### config.mk
export PLATFORM = sky130hd
export DESIGN_NAME = bcd_countdown_flat
export DESIGN_NICKNAME = d
export VERILOG_FILES = /design/src/rtl/bcd_countdown_pkg.sv /design/src/rtl/bcd_countdown_if.sv /design/src/rtl/bcd_digit_down.sv /design/src/rtl/bcd_countdown.sv /design/src/flat_wrapper.sv
export SDC_FILE = /design/constraint.sdc
export NUM_CORES = 1
export LEC_CHECK = 0
export BUFFER_PORTS_ARGS = -buffer_cell sky130_fd_sc_hd__buf_2
export CORE_MARGIN = 10
export CORE_UTILIZATION = 40
export CTS_BUF_LIST = sky130_fd_sc_hd__clkbuf_8
export DETAILED_ROUTE_END_ITERATION = 8
export PLACE_DENSITY = 0.68
export SYNTH_ARGS = -nofsm -noshare
export SYNTH_HDL_FRONTEND = slang
export SYNTH_SLANG_ARGS = --single-unit
### constraint.sdc
create_clock -name Clock -period 2.2 [get_ports Clock]
set_input_delay 0.22 -clock Clock [delete_from_list [all_inputs] [get_ports Clock]]
set_output_delay 0.22 -clock Clock [all_outputs]
set_load 0.05 [all_outputs]
### src/rtl/bcd_countdown_pkg.sv
// Shared constants for the BCD countdown timer: state encoding, digit width,
// largest legal BCD digit and a digit saturation helper.
package bcd_countdown_pkg;

    localparam int BCD_W = 4;
    localparam logic [BCD_W-1:0] BCD_MAX = 4'd9;

    localparam logic [1:0] IDLE    = 2'd0;
    localparam logic [1:0] RUN     = 2'd1;
    localparam logic [1:0] EXPIRED = 2'd2;

    // Clamp a non-BCD nibble (A..F) to 9.
    function automatic logic [BCD_W-1:0] bcd_sat(input logic [BCD_W-1:0] d);
        return (d > BCD_MAX) ? BCD_MAX : d;
    endfunction

endpackage

### src/rtl/bcd_countdown_if.sv
// Command/status bundle of the BCD countdown timer. The master drives the
// commands and the preset; the slave (the counter) drives count and status.
interface bcd_countdown_if
    import bcd_countdown_pkg::*;
#(
    parameter int D = 3
);

    logic               Tick;
    logic               Load;
    logic               Start;
    logic               Stop;
    logic [BCD_W*D-1:0] Preset;
    logic [BCD_W*D-1:0] Q;
    logic               Running;
    logic               Done;

    modport master (
        output Tick, Load, Start, Stop, Preset,
        input  Q, Running, Done
    );

    modport slave (
        input  Tick, Load, Start, Stop, Preset,
        output Q, Running, Done
    );

endinterface

### src/rtl/bcd_digit_down.sv
// One BCD digit of the decrement chain: decrements when Dec is set, wrapping
// 0 -> 9 and requesting a borrow from the next more significant digit.
module bcd_digit_down
    import bcd_countdown_pkg::*;
(
    input  logic             Dec,
    input  logic [BCD_W-1:0] Din,
    output logic [BCD_W-1:0] Dout,
    output logic             Borrow_out
);

    // Combinational decrement with wrap and borrow generation.
    always_comb begin
        Borrow_out = Dec && (Din == '0);
        if (!Dec) begin
            Dout = Din;
        end else if (Din == '0) begin
            Dout = BCD_MAX;
        end else begin
            Dout = Din - 4'd1;
        end
    end

endmodule

### src/rtl/bcd_countdown.sv
// Programmable D-digit BCD countdown timer. Counts down one unit per Tick in
// RUN, stops at zero with a one-cycle Done pulse.
// Optional feature: define BCD_COUNTDOWN_AUTORELOAD_EN to reload the preset on
// expiry and keep running periodically.
module bcd_countdown
    import bcd_countdown_pkg::*;
#(
    parameter int D = 3
)(
    input  logic Clock,
    input  logic Reset_n,
    bcd_countdown_if.slave bus
);

    localparam int W = BCD_W * D;

    logic [1:0]   state, state_nxt;
    logic [W-1:0] q_reg, q_nxt;
    logic [W-1:0] reload_reg, reload_nxt;
    logic         done_reg, done_nxt;
    logic         running_reg;
    logic [W-1:0] preset_sat;
    logic [W-1:0] dec_q;
    logic [D:0]   borrow;
    logic         q_is_zero;
    logic         q_is_one;

    // Saturate every preset digit to a legal BCD value.
    always_comb begin
        preset_sat = '0;
        for (int unsigned i = 0; i < D; i++) begin
            preset_sat[i*BCD_W +: BCD_W] = bcd_sat(bus.Preset[i*BCD_W +: BCD_W]);
        end
    end

    assign borrow[0] = 1'b1;

    for (genvar i = 0; i < D; i++) begin : g_digit
        bcd_digit_down u_digit (
            .Dec        (borrow[i]),
            .Din        (q_reg[i*BCD_W +: BCD_W]),
            .Dout       (dec_q[i*BCD_W +: BCD_W]),
            .Borrow_out (borrow[i+1])
        );
    end

    // A borrow out of the top digit means every digit is already zero, so the
    // chain doubles as the zero detector.
    assign q_is_zero = borrow[D];
    assign q_is_one  = (q_reg == W'(1));

    // Next-state logic; command priority is Load > Stop > Start > Tick.
    always_comb begin
        state_nxt  = state;
        q_nxt      = q_reg;
        reload_nxt = reload_reg;
        done_nxt   = 1'b0;
        if (bus.Load) begin
            q_nxt      = preset_sat;
            reload_nxt = preset_sat;
            state_nxt  = IDLE;
        end else if (bus.Stop && state == RUN) begin
            state_nxt = IDLE;
        end else if (bus.Start && state == IDLE && !q_is_zero) begin
            state_nxt = RUN;
        end else if (bus.Start && state == EXPIRED && reload_reg != '0) begin
            q_nxt     = reload_reg;
            state_nxt = RUN;
        end else if (bus.Tick && state == RUN) begin
            if (q_is_one) begin
                done_nxt = 1'b1;
`ifdef BCD_COUNTDOWN_AUTORELOAD_EN
                if (reload_reg != '0) begin
                    q_nxt = reload_reg;
                end else begin
                    q_nxt     = '0;
                    state_nxt = EXPIRED;
                end
`else
                q_nxt     = '0;
                state_nxt = EXPIRED;
`endif
            end else begin
                q_nxt = dec_q;
            end
        end
    end

    // State, count, reload and status registers.
    always_ff @(posedge Clock or negedge Reset_n) begin
        if (!Reset_n) begin
            state       <= IDLE;
            q_reg       <= '0;
            reload_reg  <= '0;
            done_reg    <= 1'b0;
            running_reg <= 1'b0;
        end else begin
            state       <= state_nxt;
            q_reg       <= q_nxt;
            reload_reg  <= reload_nxt;
            done_reg    <= done_nxt;
            running_reg <= (state_nxt == RUN);
        end
    end

    assign bus.Q       = q_reg;
    assign bus.Running = running_reg;
    assign bus.Done    = done_reg;

endmodule

### src/flat_wrapper.sv
// flat-port wrapper written by rule: the top's interface ports become plain ports
module bcd_countdown_flat import bcd_countdown_pkg::*;
#(
    parameter int D = 3
)
  (Clock, Reset_n, bus_Tick, bus_Load, bus_Start, bus_Stop, bus_Preset, bus_Q, bus_Running, bus_Done);
  bcd_countdown_if #(.D(D)) bus_i ();
  input  logic Clock;
  input  logic Reset_n;
  input wire logic [$bits(bus_i.Tick)-1:0] bus_Tick;
  input wire logic [$bits(bus_i.Load)-1:0] bus_Load;
  input wire logic [$bits(bus_i.Start)-1:0] bus_Start;
  input wire logic [$bits(bus_i.Stop)-1:0] bus_Stop;
  input wire logic [$bits(bus_i.Preset)-1:0] bus_Preset;
  output wire logic [$bits(bus_i.Q)-1:0] bus_Q;
  output wire logic [$bits(bus_i.Running)-1:0] bus_Running;
  output wire logic [$bits(bus_i.Done)-1:0] bus_Done;
  assign bus_i.Tick = bus_Tick;
  assign bus_i.Load = bus_Load;
  assign bus_i.Start = bus_Start;
  assign bus_i.Stop = bus_Stop;
  assign bus_i.Preset = bus_Preset;
  assign bus_Q = bus_i.Q;
  assign bus_Running = bus_i.Running;
  assign bus_Done = bus_i.Done;
  bcd_countdown #(.D(D)) u_core (.Clock(Clock), .Reset_n(Reset_n), .bus(bus_i));
endmodule
======== Word level (Yosys, flattened, before mapping) ========
Index checks and enable logic that the tools add are counted.
Widths: inputs -> output; s select.
storage, ports and cells
  register bits after elaboration ......... 28
  output and inout port bits .............. 14
  word-level logic and storage cells ...... 65
  input bits .............................. 18
cells by class
  reductions and logical operators ........ 20
  eq/ne operators ......................... 6
  add/sub/neg operators ................... 3
  mux-type cells .......................... 26
  $lt $le $gt $ge ......................... 3
operators with widths
  kind                 number
  $mux 12              6
  $mux 4               8
  $eq 12x1->1 const B  1
  $gt 4x4->1 const B   3
  $logic_not 4->1      3
  $mux 2               6
  $reduce_bool 12->1   1
  $sub 4x1->4 const B  3
  $logic_and 1x1->1    8
  $reduce_and 4->1     2
  $reduce_bool 4->1    2
  $mux 1               6
  $eq 2x1->1 const B   2
  $ne 2x2->1 const B   2
  $reduce_and 3->1     1
  $reduce_bool 3->1    1
  $eq 2x2->1 const B   1
  $logic_not 2->1      1
  $logic_not 1->1      1

======== Logic depth before layout (Yosys ltp) ========
Gate-level depths: netlist of run 1.
  word-level depth ........................ 9
  depth in mapped cells ................... 7
  gate-level depth less buffers ........... 7

======== By module ========
A second synthesis of run 1 with hierarchy kept.
second synthesis, totals
  cells, all modules ...................... 187
  area, all modules ....................... 1,735.4 µm²
by module, submodules not included
  module          seq. area each (µm²)  cells an instance  area each (µm²)  times used
  bcd_countdown   700.7                 154                1,498.9          1
  bcd_digit_down  0.0                   11                 78.8             3

======== Worst setup path after synthesis of run 1 ========
Ideal clock, no wire load.
  kind .................................... register to register
  start point ............................. reg u_core.q_reg[4] (netlist: u_core.bus.Q[4])
  end point ............................... reg u_core.q_reg[10] (netlist: u_core.bus.Q[10])
  path buffers ............................ 0
  clock period less this slack ............ 2.361 ns
  data arrival time ....................... 2.233 ns
  cell stages (with the launch flop) ...... 8
  setup slack ............................. -0.161 ns
  setup time .............................. 0.128 ns
  data required time ...................... 2.072 ns
  path through ............................ dfrtp_1 inv_1 ha_1 nor3b_2 a31oi_1 nor2_2 a21oi_2 mux2_1
between the ends
  cells in the longest elaborated chain, start to end .. 7
  elaborated cells on any way between the ends .. 15
  classes of those cells .................. 2 x eq/ne; 6 x mux; 7 x reduce/logical
RTL lines
  element                                                RTL line                                   RTL
  from (decl)                                            bcd_countdown.sv:18                        logic [W-1:0] q_reg, q_nxt;
  from (signal assigned)                                 bcd_countdown.sv:99                        q_reg <= q_nxt;
  $eq 12x1->1 / $logic_not 4->1 (equally long branches)  bcd_countdown.sv:50, bcd_digit_down.sv:14
  $mux 12 / $logic_and 1x1->1 (equally long branches)    bcd_countdown.sv:70, bcd_digit_down.sv:14
  $mux 12 / $logic_and 1x1->1 (equally long branches)    bcd_countdown.sv:69, bcd_digit_down.sv:14
  $mux 12 / $logic_not 1->1 (equally long branches)      bcd_countdown.sv:66, bcd_countdown.sv:64
  $mux 12 / $logic_and 1x1->1 (equally long branches)    bcd_countdown.sv:64                        end else if (bus.Start && state == IDLE && !q_is_zero) begin
  $mux 12 / $ne 2x2->1 (equally long branches)           n/a
  $mux 12 / $reduce_and 4->1 (equally long branches)     n/a
Parallel ways exist; a longest one is shown, timed or not. The select of a mux whose other input is x is not followed.
A chain may end at the register's enable or synchronous reset.

======== Final worst setup path of run 1 ========
  start point ............................. reg u_core.reload_reg[11]
  end point ............................... reg u_core.q_reg[3] (netlist: u_core.bus.Q[3])
between the ends
  cells in the longest elaborated chain, start to end .. 6
  elaborated cells on any way between the ends .. 8
  classes of those cells .................. 4 x mux; 4 x reduce/logical
RTL lines
  element                 RTL line              RTL
  from (decl)             bcd_countdown.sv:19   logic [W-1:0] reload_reg, reload_nxt;
  from (signal assigned)  bcd_countdown.sv:100  reload_reg <= reload_nxt;
  $reduce_bool 12->1 *    bcd_countdown.sv:66   end else if (bus.Start && state == EXPIRED && reload_reg != '0) begin
  $logic_and 1x1->1 *     bcd_countdown.sv:66
  $mux 12                 bcd_countdown.sv:66
  $mux 12                 bcd_countdown.sv:64
  $mux 12                 bcd_countdown.sv:62   end else if (bus.Stop && state == RUN) begin
  $mux 12                 bcd_countdown.sv:58   if (bus.Load) begin
Every way passes the cells marked *; elsewhere a longest branch is shown, timed or not. The select of a mux whose other input is x is not followed.

==> metrics.yaml, run 1 <==
critical-path-top-delay-family: "simple AND/OR/NAND/NOR gates"
first_iter_violations: 199
finalCritPeriodShare: 0.9745
vdd_drop_max_v: 0.0003059
track_usage: 0.1329
dp_hpwl_um: 3743
num_rows: 24
crit_required_ns: 2.37
rsz0062_at_grt: "true"
crit_buf_inv: 0
grt_pass1_vias: 1701
cp-end-kind: "flop"
synthCells: 179
r2r_slack_ns: 0.06
drv_slew: 0
cts-buffers-inserted: 3
drive_above_1_share: 0.3957
postSynth.asyncResetShare: 1.000
syn2layout_area_growth_pct: 26.14
drt-wirelength-per-cell_um: 16.78
io_pins: 32
worst_path_max_delay_cell: "or4_4"
nets: 261
port-buffer-count: 31
fill_cells: 399
vias: 1612
yosysSeqAreaShare: 0.3873
die_area_um2: 7613
placed_area_um2: 2178
seq_area_um2: 708.2
netlist_top_cells_area: "dfrtp_1 (39%), ha_1 (4.8%), nand2_1 (2.9%)"
synth_ff_type: "dfrtp_1"
die_h_um: 87.26
routed_wl_um: 4815
multi_input_area_um2: 1070
crit_arrival_ns: 2.32
min_path_type: "in2reg"
tightestPinTransition_ns: 0.6513
ys_ff_latch: 28
vias_per_cell: 5.617
clkSinkCount: 28
detail_route.drc_violations: 0
first_pass_iters: 4
power.density_nw_per_um2: 903.3
preCtsSetupSlack_ns: -0.02151
yosys.area.top_type: "dfrtp_1"
outcome: "completed"
fin_area_um2: 2282
cts_htree_levels: 1
crit_type: "reg2reg"
startpoint_type: "flop"
fin_crit_ns: 2.144
max-cap-violations: 0
cts.path.max_buffers: 2
ys_types: 54
syn_area_um2: 1809
antenna_found_initial: 0
ant_nets: 0
relSlewSlack: 0.5658
clk_latency_ns: 0.28
grt_max_degree: 29
fin_ws_ns: 0.05600
synth_nets: 204
finalHoldViolCount: 0
syn_avg_cell_area_um2: 10.11
path_cells: "or4_4, o31a_4, nor2_4, mux2_4, mux2_4"
max_freq_ghz: 0.4664
path_common_cell: "mux2_4"
setup_violations: 0
synth_edf_count: 0
die_width_um: 87.26
synth_top_area_frac: 0.3873
grt_pass1_wl_um: 8155
clock_skew_ns: 0.007094
cts_root_buf: "clkbuf_8"
place_congestion: 0.8945
diodes: 0
start_util: 0.4155
cp_slowest_stage_delay_ns: 0.56
overflow: 0
p_leak_nw: 1.077
clkTransAtPathRegs_ns: 0.09
cts_tree: "done"
yosysWarnings: 0
crit_path_max_fanout: 7
core_um2: 4354
[cell usage after synthesis (all sizes together), types with 2 or more instances]
master and number:
or4 5, nand3b 3, nand2 14, a221oi 2, mux2 8, a221o 2, a21oi 8, o21ai 12
and3 3, a31oi 4, inv 13, a211oi 3, nor3 4, o31a 2, buf 3, nor2b 3
o211ai 3, nand2b 4, dfrtp 28, and3b 4, o21a 3, o31ai 4, o21ba 2, nor3b 5
ha 7, mux2i 5, nor2 11
[placed cells by master, fill, tap and decap left out, types with 2 or more instances in the layout]
| master | synthesis | layout |
|---|---|---|
| nand3b_1 | 3 | 3 |
| o21ai_0 | 8 | 8 |
| mux2i_1 | 5 | 5 |
| nor2_2 | 2 | 2 |
| and3b_1 | 3 | 3 |
| inv_1 | 13 | 14 |
| nand2b_1 | 4 | 4 |
| buf_2 | 0 | 31 |
| nor3b_4 | 0 | 2 |
| nor2_1 | 8 | 8 |
| mux2_4 | 1 | 3 |
| or4_4 | 3 | 4 |
| a31oi_1 | 4 | 3 |
| nor3b_1 | 3 | 2 |
| dfrtp_1 | 28 | 22 |
| nor3_1 | 4 | 4 |
| o21ba_2 | 2 | 2 |
| buf_4 | 0 | 24 |
| a21oi_1 | 7 | 7 |
| nor2b_1 | 3 | 3 |
| dfrtp_2 | 0 | 6 |
| mux2_1 | 3 | 2 |
| a211oi_1 | 3 | 2 |
| a221oi_1 | 2 | 2 |
| nand2_1 | 14 | 14 |
| o21a_1 | 3 | 3 |
| and3_1 | 3 | 3 |
| clkbuf_8 | 0 | 3 |
| a221o_1 | 2 | 2 |
| o211ai_2 | 2 | 2 |
| ha_1 | 7 | 7 |
| mux2_2 | 4 | 3 |
| o31ai_1 | 3 | 3 |
| o21ai_1 | 3 | 3 |
[final cells by class]
type,count,area share
Clock inverter,1,0.001645
Timing Repair Buffer,56,0.1513
Multi-Input combinational cell,134,0.4688
Inverter,13,0.02138
Tap cell,52,0.02851
Sequential cell,28,0.3103
Clock buffer,3,0.01809
[layer usage]
metal	up-vias	global-route usage	wire length, um
met4	0	0.05217	94
li1	783	-	-
met1	778	0.1664	2179
met3	7	0.02996	253
met2	44	0.2149	2288
met5	-	0	0
[cells by family (layout without fill, tap and decap cells)]
family | count (synthesis) | in the layout | share of synthesized area
compound gates | 53 | 53 | 0.2261
xor+xnor | 1 | 1 | 0.004842
fa+ha+maj | 7 | 7 | 0.04841
buf+inv | 17 | 73 | 0.04772
flops | 28 | 28 | 0.3873
mux | 13 | 13 | 0.07953
simple gates | 60 | 60 | 0.2061
[worst min-delay path, cell delays in order]
cell and delay [ns]:
buf_2 0.09, inv_1 0.06, a31oi_1 0.07
[final timing paths]
check | end | from | cells past startpoint
setup reg to reg | u_core.bus.Q[3] | u_core.reload_reg[11] | 5
min in group asynchronous | u_core.bus.Running | Reset_n | 2
setup / recovery | u_core.bus.Q[3] | u_core.reload_reg[11] | 5
hold reg to reg | u_core.reload_reg[11] | u_core.reload_reg[11] | 1
max in group asynchronous | u_core.bus.Q[9] | Reset_n | 2
hold / removal | u_core.reload_reg[4] | bus_Preset[4] | 3
[power by group]
part	total, mW	switching, mW	internal, mW
clock network	0.293	0.167	0.126
registers	0.741	0.125	0.616
logic	1.03	0.612	0.416
total	2.06	0.904	1.16
[repair_timing]
| item | CTS | global route |
|---|---|---|
| setup endpoints to repair | 2 | 6 |
| pin swaps | 0 | 2 |
| buffers inserted | 0 | 2 |
| hold endpoints to repair | 28 | 0 |
| hold buffers | 1 | 0 |
| gates resized for setup | 1 | 5 |
[stage by stage]
step	power, mW	utilization	setup TNS [ns]	hold WS (ns)	instances
finish	2.062	0.5241	0	0.1935	287
global route	2.201	0.5241	-0.01407	0.1962	287
CTS	2.063	0.5147	0	0.1857	285
detailed placement	1.761	0.5003	-0.04223	0.2852	280
global placement	1.745	0.5003	0	0.2780	280
floorplan	1.435	-	0	-0.07559	179
Note: power is estimated with default switching activity, not from simulation.
==> inputs of run 2 (changes only) <==
--- a/config.mk
+++ b/config.mk
@@ -11,6 +11,8 @@
 export CTS_BUF_LIST = sky130_fd_sc_hd__clkbuf_8
 export DETAILED_ROUTE_END_ITERATION = 8
 export PLACE_DENSITY = 0.68
+export RECOVER_POWER = 50
+export SETUP_SLACK_MARGIN = 0.2
 export SYNTH_ARGS = -nofsm -noshare
 export SYNTH_HDL_FRONTEND = slang
 export SYNTH_SLANG_ARGS = --single-unit
==> run 2 against run 1 <==
Design area up 4.7%. First-iteration DRC count down 40%. Non-clock buffer count up 8. Highest routed layer unchanged.
==> metrics.yaml, run 2 (same netlist as run 1, synthesis figures left out) <==
outcome: "completed"  # unchanged
nets: 269  # was 261
cts.path.max_buffers: 2  # unchanged
seq_area_um2: 708.2  # unchanged
cts_root_buf: "clkbuf_8"  # unchanged
start_util: 0.4155  # unchanged
finalCritPeriodShare: 0.9900  # was 0.9745
place_congestion: 0.9217  # was 0.8945
tightestPinTransition_ns: 0.6542  # was 0.6513 ns
first_iter_violations: 120  # was 199
vias_per_cell: 5.658  # was 5.617
dp.cells: 276  # was 280
relSlewSlack: 0.5639  # was 0.5658
r2r_slack_ns: 0.02  # was 0.06 ns
drt-wirelength-per-cell_um: 17.58  # was 16.78 um
finalHoldViolCount: 0  # unchanged
max_freq_ghz: 0.4591  # was 0.4664 GHz
preCtsSetupSlack_ns: 0.03881  # was -0.02151 ns
fin_crit_ns: 2.178  # was 2.144 ns
grt_pass1_vias: 1641  # was 1701
cts_htree_levels: 1  # unchanged
diodes: 0  # unchanged
layout_common_cells: "buf_2 (30), buf_4 (28), dfrtp_1 (22), inv_1 (14), nand2_1 (14)"  # was buf_2 (31), buf_4 (24), dfrtp_1 (22), inv_1 (14), nand2_1 (14)
r2r_start: "u_core.reload_reg[11]"  # unchanged
detail_route.drc_violations: 0  # unchanged
p_leak_nw: 1.127  # was 1.077 nW
routed_wl_um: 5187  # was 4815 um
hold_depth: 3  # unchanged
track_usage: 0.1323  # was 0.1329
fin_ws_ns: 0.02203  # was 0.05600 ns
startpoint_type: "flop"  # unchanged
multi_input_area_um2: 1106  # was 1070 um2
cp-end-kind: "flop"  # unchanged
r2r-end: "u_core.bus.Q[3]"  # unchanged
dp_hpwl_um: 3706  # was 3743 um
mostFrequentLayoutCell: "buf_2"  # unchanged
drv_slew: 0  # unchanged
vdd_drop_max_v: 0.0004146  # was 0.0003059 V
clkTransAtPathRegs_ns: 0.10  # was 0.09 ns
clk_latency_ns: 0.28  # about the same
num_rows: 24  # unchanged
power.density_nw_per_um2: 893.7  # was 903.3 nW/um2
design_power_total_mw: 2.135  # was 2.062 mW
hp-start: "bus_Preset[4]"  # unchanged
final_cell_count_no_fill: 295  # was 287
crit_arrival_ns: 2.36  # was 2.32 ns
clkSinkCount: 28  # unchanged
min_to: "u_core.reload_reg[4]"  # unchanged
core_um2: 4354  # unchanged
port-buffer-count: 31  # unchanged
die_width_um: 87.26  # unchanged
vias: 1669  # was 1612
clock_skew_ns: 0.006267  # was 0.007094 ns
antenna_found_initial: 0  # unchanged
crit_path_max_fanout: 5  # was 7
ant_nets: 0  # unchanged
drive_above_1_share: 0.4362  # was 0.3957
first_pass_iters: 4  # unchanged
timing.hold.ws_ns: 0.1882  # was 0.1935 ns
crit_required_ns: 2.38  # was 2.37 ns
grt_pass1_wl_um: 8142  # was 8155 um
r2r_cells: 5  # unchanged
fill_cells: 382  # was 399
die_h_um: 87.26  # unchanged
min_path_type: "in2reg"  # unchanged
finish.utilization: 0.5486  # was 0.5241
rsz0062_at_grt: "true"  # unchanged
io_pins: 32  # unchanged
grt_max_degree: 29  # unchanged
setup_violations: 0  # unchanged
crit_type: "reg2reg"  # unchanged
syn2layout_area_growth_pct: 32.02  # was 26.14%
max-cap-violations: 0  # unchanged
cts_tree: "done"  # unchanged
cts-buffers-inserted: 3  # unchanged
die_area_um2: 7613  # unchanged
overflow: 0  # unchanged
-- run 2: report_power, final --
group | switching [mW] | leakage [nW] | total, mW | internal [mW]
Combinational | 0.644 | 0.767 | 1.10 | 0.460
Clock | 0.165 | 0.0269 | 0.291 | 0.126
Sequential | 0.125 | 0.334 | 0.740 | 0.615
Total | 0.934 | 1.13 | 2.13 | 1.20
-- run 2: final cells by class --
| class | count | share of cell area |
|---|---|---|
| well taps | 52 | 0.02724 |
| multi-input cells | 134 | 0.4631 |
| flip-flops and latches | 28 | 0.2965 |
| inverters | 13 | 0.02043 |
| clock buffers | 3 | 0.01729 |
| repair buffers | 64 | 0.1739 |
| clock inverters | 1 | 0.001572 |
-- run 2: worst max-delay path: stages, from the launching register on --
cell and delay [ns]:
dfrtp_1 0.38, or4_4 0.56, o31a_4 0.40, nor2_4 0.15
mux2_4 0.31, mux2_4 0.26
-- run 2: what timing repair did --
| action | in CTS | in global routing |
|---|---|---|
| hold endpoints to repair | 28 | 0 |
| setup buffers | 6 | 8 |
| hold buffers | 1 | 0 |
| resized for setup | 6 | 11 |
| pin swaps | 3 | 9 |
| endpoints found under the setup margin | 12 | 13 |
-- run 2: layer usage --
layer	share of wire	GRT usage	vias to the layer above
met4	0.026	0.05942	0
li1	-	-	792
met5	0	0	-
met1	0.45	0.1759	806
met2	0.47	0.2024	61
met3	0.052	0.02434	10
-- run 2: worst max-delay path by stage --
stage                     cells past startpoint             startpoint          endpoint  slack [ns]
after global placement                        5   u_core.reload_reg[5]   u_core.bus.Q[9]        0.07
final                                         5  u_core.reload_reg[11]   u_core.bus.Q[3]        0.02
after CTS                                     5  u_core.reload_reg[11]   u_core.bus.Q[3]        0.06
after detailed placement                      5   u_core.reload_reg[1]  u_core.bus.Q[10]        0.04
after floorplan                               5  u_core.reload_reg[11]   u_core.bus.Q[3]       0.009
after global routing                          5  u_core.reload_reg[11]   u_core.bus.Q[3]       -0.04
-- run 2: stage by stage --
stage	setup TNS, ns	cell area (um2)
detailed placement	0	2148
finish	0	2389
global placement	0	2148
global route	-0.08157	2389
CTS	0	2278
floorplan	0	1831
